**src/rtl/gpio_debounce_if.sv**
```systemverilog
// gpio_debounce_if
//   Bundles the pad-side and status signals of gpio_debounce.
//   master : drives pin_i, thresh_i, clr_i; observes the conditioned outputs.
//   slave  : the debouncer itself.
//   Signals:
//     pin_i    [WIDTH]  raw asynchronous pad inputs
//     thresh_i [CNT_W]  debounce threshold in clock cycles (0 acts as 1)
//     clr_i    [WIDTH]  write-1-to-clear strobe for pend_o
//     gpio_o   [WIDTH]  debounced levels
//     rise_o   [WIDTH]  one-cycle pulse on debounced 0->1
//     fall_o   [WIDTH]  one-cycle pulse on debounced 1->0
//     pend_o   [WIDTH]  sticky edge-pending flags
//     irq_o             OR of pend_o
interface gpio_debounce_if #(
    parameter int WIDTH = 8,
    parameter int CNT_W = 16
);
    logic [WIDTH-1:0] pin_i;
    logic [CNT_W-1:0] thresh_i;
    logic [WIDTH-1:0] clr_i;
    logic [WIDTH-1:0] gpio_o;
    logic [WIDTH-1:0] rise_o;
    logic [WIDTH-1:0] fall_o;
    logic [WIDTH-1:0] pend_o;
    logic             irq_o;

    modport master (
        output pin_i, thresh_i, clr_i,
        input  gpio_o, rise_o, fall_o, pend_o, irq_o
    );

    modport slave (
        input  pin_i, thresh_i, clr_i,
        output gpio_o, rise_o, fall_o, pend_o, irq_o
    );
endinterface

```
**src/rtl/gpio_debounce.sv**
```systemverilog
// gpio_debounce
//   Per-pin input conditioner: two-flop synchronizer, then a counter that
//   requires the synchronized level to disagree with the debounced level for
//   an effective-threshold number of consecutive cycles before accepting it.
//   Debounced edges produce one-cycle rise/fall pulses.
//
//   Optional feature, macro GPIO_DEBOUNCE_IRQ_EN:
//     defined   -> sticky pend_o flags (set by rise/fall, write-1-to-clear via
//                  clr_i, set wins) and irq_o = |pend_o.
//     undefined -> pend_o and irq_o tied to 0, clr_i ignored.
//
//   Ports:
//     clk_i  single clock, all state on rising edge
//     rst_i  asynchronous active-high reset
//     bus    gpio_debounce_if.slave (pin_i, thresh_i, clr_i in;
//            gpio_o, rise_o, fall_o, pend_o, irq_o out)
module gpio_debounce #(
    parameter int WIDTH = 8,
    parameter int CNT_W = 16
) (
    input  logic         clk_i,
    input  logic         rst_i,
    gpio_debounce_if.slave bus
);

    logic [WIDTH-1:0] sync1_q;
    logic [WIDTH-1:0] sync2_q;
    logic [WIDTH-1:0] gpio_q;
    logic [WIDTH-1:0] rise_q;
    logic [WIDTH-1:0] fall_q;
    logic [CNT_W-1:0] cnt_q [WIDTH];
    logic [CNT_W-1:0] cnt_d [WIDTH];
    logic [WIDTH-1:0] upd;
    logic [CNT_W-1:0] thresh_eff;

    assign thresh_eff = (bus.thresh_i == '0) ? CNT_W'(1) : bus.thresh_i;

    // Compare in CNT_W+1 bits so counter+1 cannot overflow the comparison.
    always_comb begin
        for (int i = 0; i < WIDTH; i++) begin
            cnt_d[i] = '0;
            upd[i]   = 1'b0;
            if (sync2_q[i] != gpio_q[i]) begin
                if (({1'b0, cnt_q[i]} + (CNT_W+1)'(1)) >= {1'b0, thresh_eff}) begin
                    upd[i] = 1'b1;
                end else if (cnt_q[i] != '1) begin
                    cnt_d[i] = cnt_q[i] + CNT_W'(1);
                end else begin
                    cnt_d[i] = cnt_q[i];
                end
            end
        end
    end

    always_ff @(posedge clk_i or posedge rst_i) begin
        if (rst_i) begin
            sync1_q <= '0;
            sync2_q <= '0;
            gpio_q  <= '0;
            rise_q  <= '0;
            fall_q  <= '0;
            for (int i = 0; i < WIDTH; i++) begin
                cnt_q[i] <= '0;
            end
        end else begin
            sync1_q <= bus.pin_i;
            sync2_q <= sync1_q;
            gpio_q  <= gpio_q ^ upd;
            rise_q  <= upd & ~gpio_q;
            fall_q  <= upd & gpio_q;
            for (int i = 0; i < WIDTH; i++) begin
                cnt_q[i] <= cnt_d[i];
            end
        end
    end

    assign bus.gpio_o = gpio_q;
    assign bus.rise_o = rise_q;
    assign bus.fall_o = fall_q;

`ifdef GPIO_DEBOUNCE_IRQ_EN
    logic [WIDTH-1:0] pend_q;

    // Flags are set from the registered edge pulses; a coincident clear loses.
    always_ff @(posedge clk_i or posedge rst_i) begin
        if (rst_i) begin
            pend_q <= '0;
        end else begin
            pend_q <= (pend_q & ~bus.clr_i) | rise_q | fall_q;
        end
    end

    assign bus.pend_o = pend_q;
    assign bus.irq_o  = |pend_q;
`else
    logic unused_clr;

    assign unused_clr = ^bus.clr_i;
    assign bus.pend_o = '0;
    assign bus.irq_o  = 1'b0;
`endif

endmodule

```
**src/flat_wrapper.sv**
```systemverilog
// flat-port wrapper written by rule: the top's interface ports become plain ports
module gpio_debounce_flat 
#(
    parameter int WIDTH = 8,
    parameter int CNT_W = 16
)
  (clk_i, rst_i, bus_pin_i, bus_thresh_i, bus_clr_i, bus_gpio_o, bus_rise_o, bus_fall_o, bus_pend_o, bus_irq_o);
  gpio_debounce_if #(.WIDTH(WIDTH), .CNT_W(CNT_W)) bus_i ();
  input  logic clk_i;
  input  logic rst_i;
  input wire logic [$bits(bus_i.pin_i)-1:0] bus_pin_i;
  input wire logic [$bits(bus_i.thresh_i)-1:0] bus_thresh_i;
  input wire logic [$bits(bus_i.clr_i)-1:0] bus_clr_i;
  output wire logic [$bits(bus_i.gpio_o)-1:0] bus_gpio_o;
  output wire logic [$bits(bus_i.rise_o)-1:0] bus_rise_o;
  output wire logic [$bits(bus_i.fall_o)-1:0] bus_fall_o;
  output wire logic [$bits(bus_i.pend_o)-1:0] bus_pend_o;
  output wire logic [$bits(bus_i.irq_o)-1:0] bus_irq_o;
  assign bus_i.pin_i = bus_pin_i;
  assign bus_i.thresh_i = bus_thresh_i;
  assign bus_i.clr_i = bus_clr_i;
  assign bus_gpio_o = bus_i.gpio_o;
  assign bus_rise_o = bus_i.rise_o;
  assign bus_fall_o = bus_i.fall_o;
  assign bus_pend_o = bus_i.pend_o;
  assign bus_irq_o = bus_i.irq_o;
  gpio_debounce #(.WIDTH(WIDTH), .CNT_W(CNT_W)) u_core (.clk_i(clk_i), .rst_i(rst_i), .bus(bus_i));
endmodule
```
**config.mk**
```make
export PLATFORM = sky130hd
export DESIGN_NAME = gpio_debounce_flat
export DESIGN_NICKNAME = d
export VERILOG_FILES = /design/src/rtl/gpio_debounce_if.sv /design/src/rtl/gpio_debounce.sv /design/src/flat_wrapper.sv
export SDC_FILE = /design/constraint.sdc
export NUM_CORES = 1
export LEC_CHECK = 0
export ABC_AREA = 0
export BUFFER_PORTS_ARGS = -buffer_cell sky130_fd_sc_hd__buf_2
export CORE_MARGIN = 4
export CORE_UTILIZATION = 62
export DETAILED_ROUTE_END_ITERATION = 6
export HOLD_SLACK_MARGIN = 0.1
export PLACE_DENSITY = 0.92
export SLEW_MARGIN = 20
export SYNTH_ARGS = -nofsm -noshare
export SYNTH_HDL_FRONTEND = slang
export SYNTH_SLANG_ARGS = --single-unit
```
**constraint.sdc**
```tcl
create_clock -name clk_i -period 7.86 [get_ports clk_i]
set_input_delay 1.572 -clock clk_i [delete_from_list [all_inputs] [get_ports clk_i]]
set_output_delay 1.572 -clock clk_i [all_outputs]
set_load 0.005 [all_outputs]
```
## Yosys cells after proc, flatten, opt, wreduce, memory -nomap -nowiden

Cells that the tools add are included.

| operators by class | value |
|---|---|
| multiplexer cells | 41 |
| reductions and logical operators | 1 |
| bitwise operators | 4 |
| $mul | 0 |
| $add $sub $neg | 16 |
| magnitude comparators | 8 |
| shift-type cells | 0 |
| divide/modulo/power cells | 0 |
| eq/ne operators | 24 |

Operator list:

| operator | count |
|---|---|
| 2-to-1 mux 16 bit | 25 |
| adder 16 x 1 -> 17 bit, second input constant | 8 |
| >= comparator 17 x 16 -> 1 bit | 8 |
| adder 16 x 1 -> 16 bit, second input constant | 8 |
| != test 16 bit, second input constant | 8 |
| != test 3 bit, second input constant | 8 |
| AND 8 bit | 2 |
| logical NOT 16 bit | 1 |
| 2-to-1 mux 1 bit | 16 |
| != test 1 bit | 8 |
| NOT 8 bit | 1 |
| bitwise XOR 8 bit | 1 |

| storage, ports and cells | value |
|---|---|
| memory bits (writable) | 0 |
| ROM bits | 0 |
| latch bits | 0 |
| output and inout bits | 33 |
| register bits | 168 |
| word-level logic and storage cells | 107 |
| input bits | 34 |
| memories kept | 0 |

## Depth between registers and ports, before layout

| logic depth | value |
|---|---|
| depth after elaboration | 6 |
| gate-level depth with buffers | 14 |
| mapped depth without buffers | 13 |

## Least setup slack after synthesis

OpenSTA, ideal clock, no wires.

| timing path | value |
|---|---|
| path kind | input-to-reg |
| start point | input port bus_thresh_i[9] |
| end point | register u_core.cnt_q[114] in the netlist's numbering |
| setup slack | 3.971 ns |
| stages on the path | 10 |
| arrival | 3.825 ns |
| required time | 7.796 ns |
| setup time | 0.064 ns |
| path buffers | 1 |
| path through | nor4_1 > a41o_1 > ha_1 > nand4_1 > nor4_1 > a211o_1 > a211o_1 > or3_4 > buf_4 > o21ba_2 |

| on the way | value |
|---|---|
| longest elaborated chain between the ends | 5 |
| elaborated cells on any way between the ends | 6 |
| classes of those cells | order compare (1); eq/ne (1); mux (3); reduce/logical (1) |

RTL lines:

| element | line | source |
|---|---|---|
| start, declared | flat_wrapper.sv:12 | `input wire logic [$bits(bus_i.thresh_i)-1:0] bus_thresh_i;` |
| logical NOT 16 bit | gpio_debounce.sv:36 | `assign thresh_eff = (bus.thresh_i == '0) ? CNT_W'(1) : bus.thresh_i;` |
| 2-to-1 mux 16 bit (*) | gpio_debounce.sv:36 |  |
| >= comparator 17 x 16 -> 1 bit (*) | gpio_debounce.sv:44 | `if (({1'b0, cnt_q[i]} + (CNT_W+1)'(1)) >= {1'b0, thresh_eff}) begin` |
| 2-to-1 mux 16 bit | gpio_debounce.sv:44 |  |
| 2-to-1 mux 16 bit | gpio_debounce.sv:43 | `if (sync2_q[i] != gpio_q[i]) begin` |
| end signal, assigned by index | gpio_debounce.sv:72 | `cnt_q[i] <= cnt_d[i];` |
| end, declared | gpio_debounce.sv:31 | `logic [CNT_W-1:0] cnt_q [WIDTH];` |

Every way passes the cells marked *; elsewhere a longest branch is shown, timed or not.
A chain may end at the register's enable or synchronous reset.

## Worst setup path after layout

| timing path | value |
|---|---|
| start point | input port bus_thresh_i[9] |
| end point | register u_core.cnt_q[125] in the netlist's numbering |

The elaborated chain is that of the path after synthesis.

==> results.md <==
- Max_cap viols: 0
- Clk buf depth: 2
- Layout Cells excl Fill: between 1000 and 1500
- Num CTS Buffers: 17
- Setup slack after layout: roughly 3.9 ns
- Syn-to-layout area delta: 9.11%
- Post-CTS Repair Setup Buffers: 0
- Final Max Tran Viols: 0
- Placement Setup Slack: ~3.5 ns
- Ant. Diodes: 0
- Final worst-path cycle share: 50.9%
- CP arrival: roughly 4.4 ns
- Status: finished, final reports clean
- Total GRT Usage: between 20% and 30%
- CTS root buf: clkbuf_16
- Critical path endpoint category: flip-flop
- Hold path depth: 0
- Cts hold-fix bufs: 0
- Reg2reg end: u_core.cnt_q[88]
- Hold path startpoint: u_core.sync1_q[5]
- Worst IR Drop VDD: 0.177 mV
- Initial core utilization: roughly 64%
- Crit Reg-Reg Startpoint: u_core.cnt_q[80]
- Initial antenna violation count: 0
- FP Rows: between 40 and 50
- I/O pin count: 67
- DR pass1 iterations: 5
- Area of the die: around 20000 µm²
- Worst setup path class: input pin to flip-flop
- Final count of hold timing violations: 0
- Req. time, crit path: between 8 and 9 ns
- Most frequent cells in the layout: dfrtp_1 (168), ha_1 (136), nor2_1 (84), xnor2_1 (72), nand2_1 (64)
- Clk slew on worst S/H paths: about 0.060 ns
- Number of port buffers: just under 50
- Setup TNS: 0 ns
- Synth Warn #: 0
- Worst Setup SP: bus_thresh_i[9]
- Post-route DRC: 0
- Hpwl dp: between 15000 and 20000 µm
- Worst-Skew Late Latency: 0.44 ns
- Placed Cells incl. Taps: 1343
- RSZ-0062 raised after global routing: no
- Reg-to-reg slack, setup: 4.05 ns
- First-pass GRT wire length: 41300 µm
- Fmax: 0.250 GHz
- Grt ovf: 0
- H-tree depth: 4
- # nets final: around 1300
- Endpoints failing setup: 0
- Hold endpoint: u_core.sync2_q[5]
- Wire per inst: approximately 18 µm
- Largest net degree at the start of global routing: 101
- Pleak: between 6 and 7 nW
- Post-synthesis sequential area ratio: about 39%
- Hold crit path type: flip-flop to flip-flop
- Synth Flop Type: dfrtp_1
- Worst clock skew: around 0.013 ns
- Total number of vias: approximately 8600
- Number of synthesized register bits: 168
- Worst Path Max Fanout: 16
- WL final: approximately 25000 µm
- Most common cell after layout, fill and taps aside: dfrtp_1
- Final Power: around 1.9 mW
- Iter 0 DRT Violations: roughly 630
- Distinct cell type count after synthesis: 62
- Slew HR: between 30% and 40%
- Post-Syn Area: about 11000 µm²
- Post-cts resize count: 0
- Worst reg2reg path depth: 12
- Fin crit period: between 4 and 5 ns
- Async S/R FF share, synth: 100%
- Worst Setup Start Kind: input pin
- Die width: about 140 µm
- Layout cells sized above 1: between 10% and 20%
- Clk sinks: between 150 and 200
- Post-DRT Antenna Nets: 0
- Die Span Y: 140 µm
- Worst hold slack: between 0.3 and 0.4 ns
- Post-synth EDFFs: 0
- Syn Area/Cell: slightly below 10 µm²
- Core area: ~17000 µm²
- Post-Synthesis Cells: approximately 1100
- Vias in the first global route: around 8800
- DR vias/cell: roughly 6.3
- RD Place Congestion: around 0.90
- Worst slew pin tran: about 0.93 ns
- Power Dens Cells: 160 nW/µm²
- CTS tree: built
## metrics by stage
stage	cell area (µm²)	util [%]
floorplan	10800	-
global placement	11200	66.5
detailed placement	11200	66.5
CTS	11800	69.9
global route	11800	69.9
finish	11800	69.9
## critical path, stage by stage
cell	delay (ns)
buf_2	0.10
nor4_1	0.30
a41o_1	0.55
ha_1	0.32
nand4_1	0.13
nor4_1	0.10
a211o_1	0.25
a211o_1	0.31
or3_4	0.46
o21ba_2	0.27
## cell usage after synthesis, types with 7 or more instances
cell / instances / area [µm²]
buf_4: 10 / 75.1
nor2b_1: 31 / 194
nand4_1: 48 / 300
xnor2_1: 73 / 639
xor2_1: 48 / 420
inv_1: 49 / 184
nand3_1: 57 / 285
and4_1: 12 / 105
a21oi_1: 58 / 290
dfrtp_1: 168 / 4200
a21o_1: 10 / 75.1
nor2_1: 84 / 315
nor3b_1: 25 / 188
nand2_1: 64 / 240
nor4_1: 10 / 62.6
a21oi_2: 7 / 61.3
nor3_1: 14 / 70.1
ha_1: 136 / 1700
o21ba_2: 9 / 90.1
and3_1: 42 / 263
o21ai_0: 23 / 115
clkbuf_1: 7 / 26.3
a211oi_1: 12 / 90.1
## power breakdown
part	internal [mW]	switching [mW]	leakage, nW	total, mW
sequential	0.879	0.0162	2.28	0.895
clock	0.455	0.364	0.277	0.819
combinational	0.0556	0.106	3.48	0.162
## sequential cells by signal, indices dropped and copies added, names as in the netlist, named ones only
signal	cells
u_core.cnt_q	128
u_core.bus.fall_o	8
u_core.bus.rise_o	8
u_core.sync1_q	8
u_core.sync2_q	8
## routing by layer
layer / vias to the layer above / wire (µm) / GRT usage [%]
li1: 4010 / - / -
met1: 4147 / 10200 / 31.5
met2: 333 / 12000 / 43.1
met3: 105 / 1510 / 5.63
met4: 0 / 1220 / 13.4
met5: - / 0 / 0
## kinds of logic after synthesis
group                      count (synthesis)  share of synthesized area [%]
DFF                                      168                           39.0
AOI/OAI and AO/OA                        157                           9.72
and+or+nand+nor                          424                           21.5
other                                      1                         0.0348
xor gates and xnor gates                 121                           9.84
buffers and inverters                     73                           3.17
muxes                                      9                          0.906
adders and majority gates                136                           15.8
## final cells by class
type                    instances  area, µm²
inverters                      49        189
clock inverters                13        116
flip-flops and latches        168       4200
clock buffers                  19        453
repair buffers                 50        253
well taps                     220        275
multi-input cells             856       6270
fillers                      1200       5060
## worst max-delay path by stage
stage | endpoint | slack (ns)
3_3_place_gp | u_core.cnt_q[108] | 3.53
6_report | u_core.cnt_q[125] | 3.86
3_5_place_dp | u_core.cnt_q[108] | 3.46
4_1_cts | u_core.cnt_q[125] | 3.89
5_1_grt | u_core.cnt_q[84] | 3.73
2_1_floorplan | asynchronous set/reset pin | 1.74
(Power assumes the default switching activity.)
